**config.mk**
```make
export PLATFORM = sky130hd
export DESIGN_NAME = ecg_buffer_ctrl_flat
export DESIGN_NICKNAME = d
export VERILOG_FILES = /design/src/rtl/ecg_buffer_ctrl_if.sv /design/src/rtl/ecg_buffer_ctrl.sv /design/src/flat_wrapper.sv
export SDC_FILE = /design/constraint.sdc
export NUM_CORES = 1
export LEC_CHECK = 0
export CAP_MARGIN = 15
export CORE_AREA = 2 2 115 117
export CTS_BUF_LIST = sky130_fd_sc_hd__clkbuf_4
export CTS_CLUSTER_SIZE = 40
export DETAILED_ROUTE_END_ITERATION = 7
export DIE_AREA = 0 0 117 119
export PLACE_DENSITY = 0.72
export SLEW_MARGIN = 10
export SYNTH_ARGS = -nofsm -noshare
export SYNTH_HDL_FRONTEND = slang
export SYNTH_SLANG_ARGS = --single-unit
```
**constraint.sdc**
```tcl
create_clock -name clk -period 4.5 [get_ports clk]
set_clock_uncertainty 0.1 [all_clocks]
set_input_delay 1.125 -clock clk [delete_from_list [all_inputs] [get_ports clk]]
set_output_delay 1.125 -clock clk [all_outputs]
set_load 0.005 [all_outputs]
```
**src/rtl/ecg_buffer_ctrl_if.sv**
```systemverilog
// Stream and RAM-side signal bundle for the ECG sample buffer controller.
// master = controller side, slave = upstream/downstream/RAM environment side.
interface ecg_buffer_ctrl_if #(
  parameter int N_BITS = 64
);
  logic              in_valid;
  logic [N_BITS-1:0] in_data;
  logic              in_ready;
  logic              out_valid;
  logic [N_BITS-1:0] out_data;
  logic              out_ready;
  logic              ram_rw;
  logic [N_BITS-1:0] ram_data_to_write;
  logic [19:0]       ram_address;
  logic [N_BITS-1:0] ram_data_out;

  modport master (
    input  in_valid, in_data, out_ready, ram_data_out,
    output in_ready, out_valid, out_data, ram_rw, ram_data_to_write, ram_address
  );

  modport slave (
    output in_valid, in_data, out_ready, ram_data_out,
    input  in_ready, out_valid, out_data, ram_rw, ram_data_to_write, ram_address
  );
endinterface

```
**src/rtl/ecg_buffer_ctrl.sv**
```systemverilog
// Load/replay controller in front of a single-port sample RAM with a
// one-cycle registered read; the read path spends three cycles per word.
module ecg_buffer_ctrl #(
  parameter int SIZE_N = 8,
  parameter int N_BITS = 64,
  parameter int AW     = $clog2(SIZE_N)
) (
  input  logic                 clk,
  input  logic                 reset,
  input  logic                 start_load,
  input  logic                 start_read,
  output logic                 busy,
  output logic                 load_done,
  output logic                 read_done,
  ecg_buffer_ctrl_if.master    bus
);

  typedef enum logic [2:0] {
    IDLE    = 3'd0,
    LOAD    = 3'd1,
    RD_ADDR = 3'd2,
    RD_WAIT = 3'd3,
    RD_OUT  = 3'd4
  } state_t;

  localparam logic [AW-1:0] LAST_PTR = AW'(SIZE_N - 1);

  state_t            state_reg;
  logic [AW-1:0]     ptr_reg;
  logic              in_ready_reg;
  logic              out_valid_reg;
  logic [N_BITS-1:0] out_data_reg;
  logic              busy_reg;
  logic              load_done_reg;
  logic              read_done_reg;
  logic              in_hs;
  logic              out_hs;

  assign in_hs  = bus.in_valid & in_ready_reg;
  assign out_hs = out_valid_reg & bus.out_ready;

  always_ff @(posedge clk or posedge reset) begin
    if (reset) begin
      state_reg     <= IDLE;
      ptr_reg       <= '0;
      in_ready_reg  <= 1'b0;
      out_valid_reg <= 1'b0;
      out_data_reg  <= '0;
      busy_reg      <= 1'b0;
      load_done_reg <= 1'b0;
      read_done_reg <= 1'b0;
    end else begin
      load_done_reg <= 1'b0;
      read_done_reg <= 1'b0;
      case (state_reg)
        IDLE: begin
          // Load has priority when both start pulses coincide.
          if (start_load) begin
            state_reg    <= LOAD;
            in_ready_reg <= 1'b1;
            busy_reg     <= 1'b1;
          end else if (start_read) begin
            state_reg <= RD_ADDR;
            busy_reg  <= 1'b1;
          end
        end
        LOAD: begin
          if (in_hs) begin
            if (ptr_reg == LAST_PTR) begin
              ptr_reg       <= '0;
              state_reg     <= IDLE;
              in_ready_reg  <= 1'b0;
              busy_reg      <= 1'b0;
              load_done_reg <= 1'b1;
            end else begin
              ptr_reg <= ptr_reg + AW'(1);
            end
          end
        end
        RD_ADDR: begin
          state_reg <= RD_WAIT;
        end
        RD_WAIT: begin
          // RAM output now reflects the address presented in RD_ADDR.
          out_data_reg  <= bus.ram_data_out;
          out_valid_reg <= 1'b1;
          state_reg     <= RD_OUT;
        end
        RD_OUT: begin
          if (out_hs) begin
            out_valid_reg <= 1'b0;
            if (ptr_reg == LAST_PTR) begin
              ptr_reg       <= '0;
              state_reg     <= IDLE;
              busy_reg      <= 1'b0;
              read_done_reg <= 1'b1;
            end else begin
              ptr_reg   <= ptr_reg + AW'(1);
              state_reg <= RD_ADDR;
            end
          end
        end
        default: begin
          state_reg <= IDLE;
        end
      endcase
    end
  end

  assign bus.in_ready          = in_ready_reg;
  assign bus.out_valid         = out_valid_reg;
  assign bus.out_data          = out_data_reg;
  assign bus.ram_rw            = in_hs;
  assign bus.ram_data_to_write = bus.in_data;
  assign bus.ram_address       = 20'(ptr_reg);
  assign busy                  = busy_reg;
  assign load_done             = load_done_reg;
  assign read_done             = read_done_reg;

endmodule

```
**src/flat_wrapper.sv**
```systemverilog
// flat-port wrapper written by rule: the top's interface ports become plain ports
module ecg_buffer_ctrl_flat 
#(
  parameter int SIZE_N = 8,
  parameter int N_BITS = 64,
  parameter int AW     = $clog2(SIZE_N)
)
  (clk, reset, start_load, start_read, busy, load_done, read_done, bus_in_valid, bus_in_data, bus_out_ready, bus_ram_data_out, bus_in_ready, bus_out_valid, bus_out_data, bus_ram_rw, bus_ram_data_to_write, bus_ram_address);
  ecg_buffer_ctrl_if #(.N_BITS(N_BITS)) bus_i ();
  input  logic clk;
  input  logic reset;
  input  logic start_load;
  input  logic start_read;
  output logic busy;
  output logic load_done;
  output logic read_done;
  input wire logic [$bits(bus_i.in_valid)-1:0] bus_in_valid;
  input wire logic [$bits(bus_i.in_data)-1:0] bus_in_data;
  input wire logic [$bits(bus_i.out_ready)-1:0] bus_out_ready;
  input wire logic [$bits(bus_i.ram_data_out)-1:0] bus_ram_data_out;
  output wire logic [$bits(bus_i.in_ready)-1:0] bus_in_ready;
  output wire logic [$bits(bus_i.out_valid)-1:0] bus_out_valid;
  output wire logic [$bits(bus_i.out_data)-1:0] bus_out_data;
  output wire logic [$bits(bus_i.ram_rw)-1:0] bus_ram_rw;
  output wire logic [$bits(bus_i.ram_data_to_write)-1:0] bus_ram_data_to_write;
  output wire logic [$bits(bus_i.ram_address)-1:0] bus_ram_address;
  assign bus_i.in_valid = bus_in_valid;
  assign bus_i.in_data = bus_in_data;
  assign bus_i.out_ready = bus_out_ready;
  assign bus_i.ram_data_out = bus_ram_data_out;
  assign bus_in_ready = bus_i.in_ready;
  assign bus_out_valid = bus_i.out_valid;
  assign bus_out_data = bus_i.out_data;
  assign bus_ram_rw = bus_i.ram_rw;
  assign bus_ram_data_to_write = bus_i.ram_data_to_write;
  assign bus_ram_address = bus_i.ram_address;
  ecg_buffer_ctrl #(.SIZE_N(SIZE_N), .N_BITS(N_BITS), .AW(AW)) u_core (.clk(clk), .reset(reset), .start_load(start_load), .start_read(start_read), .busy(busy), .load_done(load_done), .read_done(read_done), .bus(bus_i));
endmodule
```
# ---- Word-level counts from Yosys, hierarchy flattened
# Cells that the tools add are included.
dict set report totals {
  in_bits 134
  register_bits 75
  word_cells 59
  out_inout_bits 154
}
dict set report op_classes {
  bitwise_logic 2
  eq_ne 10
  n_addsub 1
  n_mux 28
  reduce_logical 10
}
# operator n
set op_table {}
lappend op_table {{2-to-1 mux 3 bit} 8}
lappend op_table {{case mux 3 bit (5 select lines)} 1}
lappend op_table {{2-to-1 mux 1 bit} 14}
lappend op_table {{AND reduction 4 bit} 3}
lappend op_table {{equality test 3 x 2 -> 1 bit (second input constant)} 2}
lappend op_table {{equality test 3 bit (second input constant)} 2}
lappend op_table {{case mux 3 bit (2 select lines)} 1}
lappend op_table {{nonzero test 2 bit} 3}
lappend op_table {{!= test 2 x 1 -> 1 bit (second input constant)} 2}
lappend op_table {{!= test 2 bit (second input constant)} 2}
lappend op_table {{case mux 1 bit (2 select lines)} 2}
lappend op_table {{adder 3 x 1 -> 3 bit (second input constant)} 1}
lappend op_table {{equality test 3 x 1 -> 1 bit (second input constant)} 1}
lappend op_table {{zero test 3 bit} 1}
lappend op_table {{!= test 3 bit (second input constant)} 1}
lappend op_table {{case mux 1 bit (3 select lines)} 1}
lappend op_table {{AND reduction 3 bit} 1}
lappend op_table {{nonzero test 3 bit} 1}
lappend op_table {{AND 1 bit} 2}
lappend op_table {{2-to-1 mux 2 bit} 1}
lappend op_table {{AND reduction 2 bit} 1}

# ---- Longest topological paths before layout
dict set report logic_depth {
  ltp_word 4
  ltp_mapped 6
  mapped_depth_nobuf 5
}

# ---- Least setup slack after synthesis
# OpenSTA, ideal clock, no wires.
dict set report synth_timing {
  path_type {input -> output}
  from {in bus_in_valid}
  to {out bus_ram_rw}
  n_path_buf 0
  arrival_time_ns 1.278
  stages 1
  setup_slack_ns 1.997
  required_ns 3.275
  cell_sequence {and2_1}
}
dict set report synth_between {
  elab_chain_cells 1
}
# item line_no
set synth_rtl {}
lappend synth_rtl {{start, declared} flat_wrapper.sv:17} ;# input wire logic [$bits(bus_i.in_valid)-1:0] bus_in_valid;
lappend synth_rtl {{AND 1 bit} ecg_buffer_ctrl.sv:39} ;# assign in_hs = bus.in_valid & in_ready_reg;
lappend synth_rtl {{end, declared} flat_wrapper.sv:24} ;# output wire logic [$bits(bus_i.ram_rw)-1:0] bus_ram_rw;
# No other way between the ends.

# ---- Final worst setup path
# Ends and elaborated chain as after synthesis.

==> qor.txt <==
Status - finished, final reports clean
Post-Route Utilization - 0.379
Avg Cell Area, Syn - 13.8 um2
Vias per cell - 4.22
Dpl ws - 1000 ps
Post-CTS setup buffers - 0
Global-route wire length before repair - 12.1 mm
Most common cell after layout, fill and taps aside - clkdlybuf4s50_1
CP Class - in -> out
Synth Area in XOR/XNOR - 0
Post-synth top area share - 0.500
Pin count of the biggest net entering global routing - 54
RR Startpoint - u_core.state_reg[2]
CP Max Fanout - 3
Die Span Y - 119 um
Final worst slack - 992 ps
Initial antenna violation count - 0
Pwr dens - 600 nW/um2
RSZ-0062 raised after global routing - no
Largest family of logic cells by synthesized area - multiplexers
Post-route cell area - 4880 um2
Core Area - 12,900 um2
Post-layout min period - 3510 ps
Most area-hungry cell type in the Yosys netlist - dfrtp_1
Sum Neg Setup Slack - 0 ps
Port Buffer Count - 142
Pre-antenna DRT Iters - 4
Initial Utilization - 0.292
Fin nets - 488
Critical path's slowest cell - clkdlybuf4s50_1
Ys Warns - 0
DPL Wire Length - 6.14 mm
Max frequency - 285 MHz
Ports - 288
All-Layer GR Usage - 0.116
Total CTS buffers - 9
Depth of the most critical reg-to-reg path - 4
Tcrit/Tclk final - 0.780
Buf+Inv Stages, Crit Path - 2
Placed Area - 4780 um2
H-tree depth - 3
Simple-gate share of the synthesized area - 0.0360
Max Root-Sink Buffers - 2
Root Driver - clkbuf_4
Sequential fraction of the synthesis area - 0.500
Maximum vdd ir drop - 0.000172 V
Routed WL - 8.27 mm
Die width - 117 um
Crit path from - bus_in_valid
Critical path data arrival time - 2280 ps
Seq cells post-synth - 75
Post-route DRC - 0
Netlist cell types - 33
Least-Margin Pin Slew - 922 ps
WP data required - 3270 ps
Crit path depth - 3
Die ar. - 13,900 um2
Post-Synth Adder-Cell Area - 0.00666
Share of layout cells above drive strength 1 - 0.236
Cell mode on critical path - clkdlybuf4s50_1
ANT cells - 0
Most frequent cells in the layout - clkdlybuf4s50_1 (142), dfrtp_1 (75), mux2_4 (49), conb_1 (17), mux2_2 (15)
Post-DRT Antenna Nets - 0
Mapped cell area - 3760 um2
Hold path startpoint - u_core.bus.out_data[22]
Cell family with most CP delay - buffers and inverters
Worst Hold Class - reg -> reg
Global route total overflow - 0
Cts hold-fix bufs - 0
Startpoint Class - primary input
Final setup vio count - 0
Final Hold Viols - 0
Hold Slack - 415 ps
# rows - 42
Hold Path End - u_core.bus.out_data[22]
R2r setup slk - 2130 ps
Worst R2R End - u_core.bus.out_data[27]
Leading post-synthesis cells by cell area - dfrtp_1 (50%), mux2_4 (20%), buf_4 (16%), mux2_2 (4.5%), buf_6 (2.1%)
Slowest cell delay on critical path - 510 ps
Post-Syn Instances - 272
Worst setup EP type - output port
Max-Cap Viols - 0
Largest register FFs - 64
Via count - 2,244
Routability Congestion - 0.727
Mux cell area share after synthesis - 0.250
CTS Sinks - 75
Slew HR - 0.384
Reg clk slew, reported paths - 100 ps
Critical-path cell list - clkdlybuf4s50_1, and2_1, clkdlybuf4s50_1
Area Growth Syn to Fin - 30.0%
Hold path depth - 1
# fillers - 1,253
Compound-Gate Fraction of Synth Area - 0.0180
Post-CTS sizing - 0
Leak - 0.00219 uW
CTS tree - built
WL per Instance - 15.5 um
Vias in the first global route - 2,301
Clk Latency, worst-skew pair - 430 ps
Max Slew Vio Count - 0
Number of DRC markers in iteration 0 - 71
[worst max-delay path by stage]
stage	endpoint	slack, ps
floorplan	u_core.bus.in_ready	1370
global placement	bus_ram_rw	1000
detailed placement	bus_ram_rw	1000
CTS	bus_ram_rw	990
global route	bus_ram_rw	930
finish	bus_ram_rw	990
[metal layers]
metal,vias to the layer above,global-route usage,share of wire
met4,0,0.0890,0.047
met5,-,0,0
li1,976,-,-
met1,1095,0.123,0.37
met2,133,0.184,0.48
met3,40,0.0412,0.10
[cell usage after synthesis]
| library cell | n |
|---|---|
| and2_1 | 1 |
| o31ai_1 | 1 |
| ha_1 | 2 |
| mux2_4 | 49 |
| nor2b_1 | 2 |
| buf_4 | 81 |
| o21ai_0 | 2 |
| mux2_2 | 15 |
| conb_1 | 1 |
| nor3_1 | 3 |
| inv_1 | 1 |
| nand2b_1 | 1 |
| or2_2 | 1 |
| mux2_1 | 3 |
| dfrtp_1 | 75 |
| nor4b_1 | 1 |
| a31oi_1 | 1 |
| nand3b_1 | 1 |
| nand4b_1 | 2 |
| a21o_1 | 1 |
| buf_6 | 7 |
| buf_1 | 1 |
| a211oi_1 | 1 |
| nand3_2 | 1 |
| buf_2 | 2 |
| nand4_1 | 1 |
| nand3_1 | 1 |
| a21oi_1 | 4 |
| a21oi_2 | 1 |
| nand2_1 | 3 |
| inv_4 | 1 |
| nor2_1 | 4 |
| or4_1 | 1 |
[power by group]
part | internal, uW | switching, uW | total [uW]
sequential | 1000 | 212 | 1210
combinational | 1010 | 366 | 1380
clock | 106 | 231 | 336
total | 2120 | 808 | 2930
[cell families after synthesis]
family / after synthesis
AOI/OAI and AO/OA: 11
and+or+nand+nor: 23
buffers and inverters: 93
adders and majority gates: 2
other: 1
DFF: 75
muxes: 67
[layout make-up]
class / instances / area [um2] / area share
sequential: 75 / 1880 / 0.384
timing repair buffer: 144 / 1440 / 0.294
inverter: 2 / 11.3 / 0.00231
clock buffer: 9 / 67.6 / 0.0138
multi-input combinational: 120 / 1240 / 0.253
clock inverter: 6 / 33.8 / 0.00692
tap: 176 / 220 / 0.0451
[stage by stage]
step,instances,power (uW)
floorplan,288,1860
global placement,517,2580
detailed placement,517,2620
CTS,532,2990
global route,532,3120
finish,532,2930
Power figures use the tool's default switching activity.
